### src/rtl/boreal_bus_arbiter.sv
// Two-master (CPU/DMA) request arbiter with a single outstanding downstream
// transaction, CPU priority with DMA anti-starvation, and a response watchdog.

// Per-master response register: one-cycle valid pulse, data/err held between pulses.
module boreal_resp_lane (
  input  logic        clk,
  input  logic        rst_n,
  input  logic        set_i,
  input  logic [31:0] rdata_i,
  input  logic        err_i,
  output logic        valid_o,
  output logic [31:0] rdata_o,
  output logic        err_o
);
  logic        valid_q;
  logic [31:0] rdata_q;
  logic        err_q;

  always_ff @(posedge clk or negedge rst_n) begin
    if (!rst_n) begin
      valid_q <= 1'b0;
      rdata_q <= '0;
      err_q   <= 1'b0;
    end else begin
      valid_q <= set_i;
      if (set_i) begin
        rdata_q <= rdata_i;
        err_q   <= err_i;
      end
    end
  end

  assign valid_o = valid_q;
  assign rdata_o = rdata_q;
  assign err_o   = err_q;
endmodule

module boreal_bus_arbiter #(
  parameter int unsigned STARVE_MAX = 4,
  parameter int unsigned TIMEOUT    = 16
) (
  input  logic        clk,
  input  logic        rst_n,
  input  logic        cpu_req_valid_i,
  input  logic        cpu_req_we_i,
  input  logic [31:0] cpu_req_addr_i,
  input  logic [31:0] cpu_req_wdata_i,
  input  logic [3:0]  cpu_req_wstrb_i,
  output logic        cpu_req_ready_o,
  output logic        cpu_resp_valid_o,
  output logic [31:0] cpu_resp_rdata_o,
  output logic        cpu_resp_err_o,
  input  logic        dma_req_valid_i,
  input  logic        dma_req_we_i,
  input  logic [31:0] dma_req_addr_i,
  input  logic [31:0] dma_req_wdata_i,
  input  logic [3:0]  dma_req_wstrb_i,
  output logic        dma_req_ready_o,
  output logic        dma_resp_valid_o,
  output logic [31:0] dma_resp_rdata_o,
  output logic        dma_resp_err_o,
  output logic        m_req_valid_o,
  output logic        m_req_we_o,
  output logic [31:0] m_req_addr_o,
  output logic [31:0] m_req_wdata_o,
  output logic [3:0]  m_req_wstrb_o,
  input  logic        m_resp_valid_i,
  input  logic [31:0] m_resp_rdata_i,
  input  logic        m_resp_err_i,
  output logic        arb_busy_o,
  output logic        arb_timeout_o
);
  localparam int unsigned NUM_M      = 2;
  localparam logic [3:0]  STARVE_LIM = 4'(STARVE_MAX);
  localparam logic [7:0]  WAIT_LAST  = 8'(TIMEOUT - 1);

  typedef enum logic [1:0] {
    ST_IDLE  = 2'd0,
    ST_ISSUE = 2'd1,
    ST_WAIT  = 2'd2
  } state_t;

  typedef struct packed {
    logic        we;
    logic [31:0] addr;
    logic [31:0] wdata;
    logic [3:0]  wstrb;
  } req_t;

  state_t     state_q, state_d;
  logic [3:0] starve_q, starve_d;
  logic [7:0] wait_q, wait_d;
  logic       owner_q, owner_d;
  req_t       mreq_q, mreq_d;
  logic       mvld_q, mvld_d;
  logic       busy_q, busy_d;
  logic       tmo_q, tmo_d;

  // Master index 0 is the CPU, 1 is the DMA; owner_q holds that index.
  logic [NUM_M-1:0]        req_valid;
  req_t [NUM_M-1:0]        req;
  logic [NUM_M-1:0]        resp_set;
  logic [31:0]             resp_rdata;
  logic                    resp_err;
  logic [NUM_M-1:0]        lane_valid;
  logic [NUM_M-1:0][31:0]  lane_rdata;
  logic [NUM_M-1:0]        lane_err;

  logic idle, starved, grant_cpu, grant_dma, accept;

  assign req_valid = {dma_req_valid_i, cpu_req_valid_i};
  assign req[0]    = {cpu_req_we_i, cpu_req_addr_i, cpu_req_wdata_i, cpu_req_wstrb_i};
  assign req[1]    = {dma_req_we_i, dma_req_addr_i, dma_req_wdata_i, dma_req_wstrb_i};

  assign idle      = (state_q == ST_IDLE);
  assign starved   = (starve_q == STARVE_LIM);
  assign grant_dma = req_valid[1] && (!req_valid[0] || starved);
  assign grant_cpu = req_valid[0] && !grant_dma;
  assign accept    = idle && (grant_cpu || grant_dma);

  assign cpu_req_ready_o = idle && grant_cpu;
  assign dma_req_ready_o = idle && grant_dma;

  always_comb begin
    state_d    = state_q;
    starve_d   = starve_q;
    wait_d     = wait_q;
    owner_d    = owner_q;
    mreq_d     = mreq_q;
    mvld_d     = 1'b0;
    tmo_d      = tmo_q;
    resp_set   = '0;
    resp_rdata = m_resp_rdata_i;
    resp_err   = m_resp_err_i;
    unique case (state_q)
      ST_IDLE: begin
        if (accept) begin
          state_d = ST_ISSUE;
          mvld_d  = 1'b1;
          owner_d = grant_dma;
          mreq_d  = grant_dma ? req[1] : req[0];
          if (grant_dma || !req_valid[1]) starve_d = '0;
          else if (!starved)              starve_d = starve_q + 4'd1;
        end
      end
      ST_ISSUE: begin
        state_d = ST_WAIT;
        wait_d  = '0;
      end
      ST_WAIT: begin
        // A response in the final watchdog cycle takes precedence over the timeout.
        if (m_resp_valid_i) begin
          resp_set[owner_q] = 1'b1;
          state_d           = ST_IDLE;
        end else if (wait_q == WAIT_LAST) begin
          resp_set[owner_q] = 1'b1;
          resp_rdata        = '0;
          resp_err          = 1'b1;
          tmo_d             = 1'b1;
          state_d           = ST_IDLE;
        end else begin
          wait_d = wait_q + 8'd1;
        end
      end
      default: state_d = ST_IDLE;
    endcase
    busy_d = (state_d != ST_IDLE);
  end

  always_ff @(posedge clk or negedge rst_n) begin
    if (!rst_n) begin
      state_q  <= ST_IDLE;
      starve_q <= '0;
      wait_q   <= '0;
      owner_q  <= 1'b0;
      mreq_q   <= '0;
      mvld_q   <= 1'b0;
      busy_q   <= 1'b0;
      tmo_q    <= 1'b0;
    end else begin
      state_q  <= state_d;
      starve_q <= starve_d;
      wait_q   <= wait_d;
      owner_q  <= owner_d;
      mreq_q   <= mreq_d;
      mvld_q   <= mvld_d;
      busy_q   <= busy_d;
      tmo_q    <= tmo_d;
    end
  end

  for (genvar i = 0; i < NUM_M; i++) begin : g_lane
    boreal_resp_lane u_lane (
      .clk     (clk),
      .rst_n   (rst_n),
      .set_i   (resp_set[i]),
      .rdata_i (resp_rdata),
      .err_i   (resp_err),
      .valid_o (lane_valid[i]),
      .rdata_o (lane_rdata[i]),
      .err_o   (lane_err[i])
    );
  end

  assign cpu_resp_valid_o = lane_valid[0];
  assign cpu_resp_rdata_o = lane_rdata[0];
  assign cpu_resp_err_o   = lane_err[0];
  assign dma_resp_valid_o = lane_valid[1];
  assign dma_resp_rdata_o = lane_rdata[1];
  assign dma_resp_err_o   = lane_err[1];

  assign m_req_valid_o = mvld_q;
  assign m_req_we_o    = mreq_q.we;
  assign m_req_addr_o  = mreq_q.addr;
  assign m_req_wdata_o = mreq_q.wdata;
  assign m_req_wstrb_o = mreq_q.wstrb;
  assign arb_busy_o    = busy_q;
  assign arb_timeout_o = tmo_q;
endmodule

### config.mk
export PLATFORM = sky130hd
export DESIGN_NAME = boreal_bus_arbiter
export DESIGN_NICKNAME = d
export VERILOG_FILES = /design/src/rtl/boreal_bus_arbiter.sv
export SDC_FILE = /design/constraint.sdc
export NUM_CORES = 1
export LEC_CHECK = 0
export CORE_ASPECT_RATIO = 1.2
export CORE_MARGIN = 3
export CORE_UTILIZATION = 47
export DETAILED_ROUTE_END_ITERATION = 7
export PLACE_DENSITY = 0.87
export SLEW_MARGIN = 20
export SYNTH_ARGS = -nofsm -noshare
export SYNTH_HDL_FRONTEND = slang
export SYNTH_HIERARCHICAL = 1
export SYNTH_SLANG_ARGS = --single-unit
### constraint.sdc
create_clock -name clk -period 4.55 [get_ports clk]
set_clock_uncertainty 0.2 [all_clocks]
set_input_delay 0.91 -clock clk [delete_from_list [all_inputs] [get_ports clk]]
set_output_delay 0.91 -clock clk [all_outputs]
set_load 0.1 [all_outputs]
; Yosys cells after proc, flatten, opt, wreduce, memory -nomap -nowiden
; Cells that the tools add are included.
; W data, S select, Z words.
[word_totals]
regBits = 155
in_bits = 176
output_inout_bits = 142
elab_cells = 71
[classes]
n_addsub = 2
magnitude_cmp = 2
n_eq_ne = 7
muxes = 23
bitwise_logic = 1
n_reduce_logical = 19
[ops]
columns = operator, n
row1 = $mux W32, 3
row2 = $mux W69, 1
row3 = $mux W8, 2
row4 = $pmux W8 S2, 1
row5 = $mux W2, 6
row6 = $reduce_and A3 Y1, 3
row7 = $add A8 B1 Y8 const B, 1
row8 = $eq A8 B4 Y1 const B, 1
row9 = $mux W4, 2
row10 = $logic_and A1 B1 Y1, 6
row11 = $mux W1, 6
row12 = $pmux W2 S3, 1
row13 = $add A4 B1 Y4 const B, 1
row14 = $eq A4 B3 Y1 const B, 1
row15 = $ne A2 B2 Y1 const B, 2
row16 = $reduce_bool A2 Y1, 2
row17 = $logic_not A1 Y1, 3
row18 = $logic_or A1 B1 Y1, 3
row19 = $eq A2 B1 Y1 const B, 1
row20 = $eq A2 B2 Y1 const B, 1
row21 = $logic_not A2 Y1, 1
row22 = $lt A1 B2 Y1 const B, 1
row23 = $ne A2 B1 Y1 const B, 1
row24 = $reduce_and A2 Y1, 1
row25 = 3 further kinds, 3

; Depth between registers and ports, before layout
[logic_depth]
depth_word = 10
ltp_mapped = 7
ltp_nobuf = 5

; Cells and area by module
; The synthesis kept the hierarchy.
[modules_own_cells]
columns = module, n_inst, cells_each, area_each_um2, seq_area_each_um2
row1 = boreal_bus_arbiter, 1, 532, 4805.9, 2177.1
row2 = boreal_resp_lane, 2, 71, 1406.3, 850.8

; Worst setup path before layout
; OpenSTA, ideal clock, no wires.
[synth_timing]
path_kind = input port to output port
startpoint = input dma_req_valid_i
endpoint = output dma_req_ready_o
t_arrival_ns = 3.732
setup_slack_ns = -0.292
stages = 5
n_path_buf = 2
cell_sequence = nand4b_1 and2_1 buf_2 clkbuf_1 nor3_1
[synth_via]
elab_chain_cells = 2
[synth_rtl]
columns = element, line
row1 = start: declaration, 53  ; input logic dma_req_valid_i,
row2 = $logic_and A1 B1 Y1, 117  ; assign grant_dma = req_valid[1] && (!req_valid[0] || starved);
row3 = $logic_and A1 B1 Y1, 122  ; assign dma_req_ready_o = idle && grant_dma;
row4 = end: declaration, 58  ; output logic dma_req_ready_o,
; No other way between the ends.

; Worst setup path in the final report
; Same ends and word-level chain as after synthesis.

==> results.md <==
- The required time of the critical path is around 3.4 ns.
- In the synthesized netlist, the number of instances is slightly below 700.
- The uppermost layer routed is met4.
- The number of antenna diodes is 0.
- The synthesized netlist occupies a cell area of 7619 um^2.
- In this run the core area contains 50 standard-cell rows.
- The H-tree depth reported by CTS is 4.
- Among all stages on the critical path, the largest delay is contributed by clkdlybuf4s50_1.
- The kind of end point of the critical path is an output pin.
- Setup violations remaining at the end of the flow were counted as 0.
- The routed wire length on met3 is about 2200 um.
- Of all nets on the critical path, the largest fanout is 6.
- The number of enable-type register cells in the synthesized netlist is 0.
- Counting both buffers and inverters, the worst setup path holds a total of 2.
- The kind of critical path is input pin to output pin.
- Summed over all nets, the half-perimeter wirelength after detailed placement is between 15,000 and 20,000 um.
- The count of instances resized after the clock tree is built is 0.
- Clock-pin slew was measured on the worst setup and hold paths at 0.06 ns.
- The number of max-slew violations in the final report is 0.
- The final critical path time including I/O delays and setup is ~3.5 ns.
- The share of the clock period used by the worst path after layout is around three quarters.
- The clock reaches the later pin of the worst-skew pair after 0.42 ns.
- The synthesized netlist devotes between 10% and 20% of its cell area to simple gates.
- The total number of vias is around 6.6k.
- Among all flip-flop cells after synthesis, the most frequent one is dfrtp_1.
- The number of register bits inferred by synthesis is ~160.
- Global routing used about a quarter of the available tracks across all layers.
- Measured against its own limit, the worst slew margin works out to roughly 28%.
- TritonCTS built the clock tree.
- The number of buffers on the longest clock path is 2.
- Setup repair after global routing left no endpoint under its margin.
- The number of failing hold endpoints at the final stage is 0.
- The count of buffers added by post-CTS timing repair for setup is 0.
- The class of the tightest hold or removal check is register to register.
- The die covers 17,780 um^2.
- Clock tree synthesis inserted a total of 17 buffers.
- In this run, the number of DRC markers left after iteration 0 of detailed routing was about 420.
- Once the floorplan was initialized, standard cells occupied about half of the core.
- The tool flagged a number of max-cap violations equal to 0.
- For this run, the slowest stage of the critical path takes 0.53 ns.
- The number of warnings issued by yosys is 6.
- The synthesized net count is roughly 850.
- After detailed routing, the wire length on met1 is ~9300 um.
- The register cell area after layout is between 3000 and 4000 um^2.
- The remaining antenna violation count is 0.
- From left edge to right edge, the die measures 122.2 um.
- After Yosys synthesis, full adders, half adders and majority gates account for less than 1% of the synthesized area.
- The count of distinct cell types in the synthesized netlist is just under 50.
- The count of hold-fix buffers inserted at cts is 0.
- The fraction of synthesized cell area in xor and xnor cells is 0%.
- The average cell area after synthesis is about 11 um^2.
- The type of element launching the critical path is an input pin.
- The detailed-route wire length is about 23,000 um.
- The achievable clock frequency is approximately 290 MHz.
- The largest net degree at the start of global routing is 105.
- In this design, the largest share of critical-path delay is due to buffers and inverters.
- The area occupied by multi-input gates is 3087 um^2.
- The flow ran to the end, and the final reports show no timing, DRC or antenna violations.
- The tree is rooted in a clkbuf_16.
- In the final layout, the share of cells above drive strength 1 is a little over an eighth.
- Summed over all layers, the global routing overflow is 0.
- The number of DRC violations after detailed routing is 0.
- The total met2 wirelength after detailed routing is between 10,000 and 15,000 um.
- In the final timing run, aggregate negative setup slack is 0 ns.
- The number of input and output port buffers inserted is around 320.
- The top-level I/O count is between 300 and 400.
- STA puts the critical path data arrival time at about 2.4 ns.
- The measured slew at the worst slew-check pin is ~1.1 ns.
- At the end of routability-driven placement, the weighted congestion stood at 0.8192.
- The fraction of the yosys area taken by sequential cells is about half.
- The number of antenna violations at the first check in global routing is 0.
- Measured along the y axis, the die boundary spans ~150 um.
- The number of vias per cell after detailed routing is around 5.6.
- CTS saw roughly 160 sinks.
- The relative area change from synthesis to final layout is 49.32%.
- The first global-routing pass estimated around 37,000 um of wire.
- In the synthesized netlist the async set-or-reset flop fraction comes to 100.0%.
- The fraction of the mapped netlist area in compound gates is under 10%.
- The multiplexer fraction of the synthesized cell area is between 10% and 20%.
- The post-layout net count is 1,134.
- The routed length per placed instance is a little under 20 um.
- The core region is around 16,000 um^2.
- The first detailed-routing pass took 6 iterations.
- Walking the worst path, the cells encountered are clkdlybuf4s50_1, nand4b_1, and2_2, nor3_2, buf_12.
- After filler insertion, the fill cell instance count of the layout stands at 1,110.
- By area, the combinational part of the netlist is dominated by simple AND/OR/NAND/NOR gates.
- The number of global-route vias before repair was ~6.7k.
final cells by class:
type,instances,area share [%]
clock buffer,18,3.861
tap,208,2.288
timing repair buffer,330,28.89
inverter,77,2.541
multi-input combinational,374,27.13
sequential,155,34.10
clock inverter,14,1.188
synth_stat cells (3+ instances only):
| cell | number | share of area [%] |
|---|---|---|
| mux2_2 | 7 | 1.0 |
| nand3_1 | 73 | 4.8 |
| mux2i_1 | 5 | 0.66 |
| buf_1 | 6 | 0.30 |
| nand4_1 | 71 | 5.8 |
| buf_12 | 6 | 1.6 |
| nor3_1 | 3 | 0.20 |
| inv_1 | 76 | 3.7 |
| mux2_4 | 60 | 12 |
| o221ai_1 | 69 | 7.9 |
| buf_6 | 3 | 0.44 |
| dfrtp_1 | 155 | 51 |
| clkbuf_1 | 38 | 1.9 |
| nand2_1 | 9 | 0.44 |
| buf_2 | 14 | 0.92 |
| and2_1 | 33 | 2.7 |
| a21oi_1 | 3 | 0.20 |
| ha_1 | 3 | 0.49 |
| nand2b_1 | 5 | 0.41 |
per-stage QoR:
step | hold WS, ns | instance area (um^2) | instances | setup WS [ns] | util, %
finish | 0.2830 | 11380 | 1176 | 1.048 | 72.16
global route | 0.3184 | 11380 | 1176 | 0.9160 | 72.16
CTS | 0.2870 | 11380 | 1176 | 1.058 | 72.16
detailed placement | 0.2718 | 10800 | 1144 | 1.068 | 68.52
global placement | 0.2533 | 10800 | 1144 | 1.133 | 68.52
floorplan | 0.2497 | 7624 | 674 | 0.5642 | -
placed cells by master, fill, tap and decap left out, drive strengths merged, types with 2 or more instances in the layout:
| cell | instances |
|---|---|
| clkdlybuf4s50 | 313 |
| dfrtp | 155 |
| inv | 83 |
| nand3 | 73 |
| nand4 | 71 |
| o221ai | 69 |
| mux2 | 67 |
| and2 | 33 |
| clkbuf | 18 |
| buf | 17 |
| nand2 | 10 |
| nand2b | 5 |
| mux2i | 5 |
| clkinv | 4 |
| a21oi | 3 |
| ha | 3 |
| clkinvlp | 3 |
| nor3 | 3 |
| nor2 | 3 |
| nand4b | 2 |
| or4 | 2 |
| o21ai | 2 |
| nor4b | 2 |
worst paths after layout:
| path | from | endpoint | slack (ns) | cells after the start |
|---|---|---|---|---|
| worst max-delay path | dma_req_valid_i | dma_req_ready_o | 1.05 | 5 |
| worst min-delay path | arb_timeout_o | arb_timeout_o | 0.28 | 1 |
| worst max register to register | wait_q[5] | g_lane[1].u_lane/rdata_o[31] | 1.79 | 5 |
| worst min register to register | arb_timeout_o | arb_timeout_o | 0.28 | 1 |
| max in group asynchronous | rst_n | g_lane[0].u_lane/rdata_o[20] | 2.85 | 2 |
| min in group asynchronous | rst_n | g_lane[0].u_lane/rdata_o[9] | 0.41 | 1 |
sequential cells by signal, summed over array words and instances (netlist names), 2 cells and up:
signal and flops:
g_lane.u_lane/err_o 2, g_lane.u_lane/rdata_o 64, g_lane.u_lane/valid_o 2, m_req_addr_o 32, m_req_wdata_o 32, m_req_wstrb_o 4, starve_q 4, state_q 2
wait_q 8
routing by layer:
| metal | vias up | track usage (%) |
|---|---|---|
| met3 | 20 | 8.320 |
| met1 | 3256 | 33.27 |
| li1 | 3039 | - |
| met4 | 0 | 6.499 |
| met2 | 329 | 42.26 |
| met5 | - | 0 |
kinds of logic (layout without fill, tap and decap cells):
logic type	after synthesis	in the layout
AND/OR/NAND/NOR	215	215
AO/OA/AOI/OAI	84	84
buffers and inverters	145	439
multiplexers	72	72
flip-flops	155	155
adder cells (fa/ha/maj)	3	3
Power is left out: the tool's default activity adds up to more than one toggle a clock period on the data nets, which glitch-free logic cannot reach.
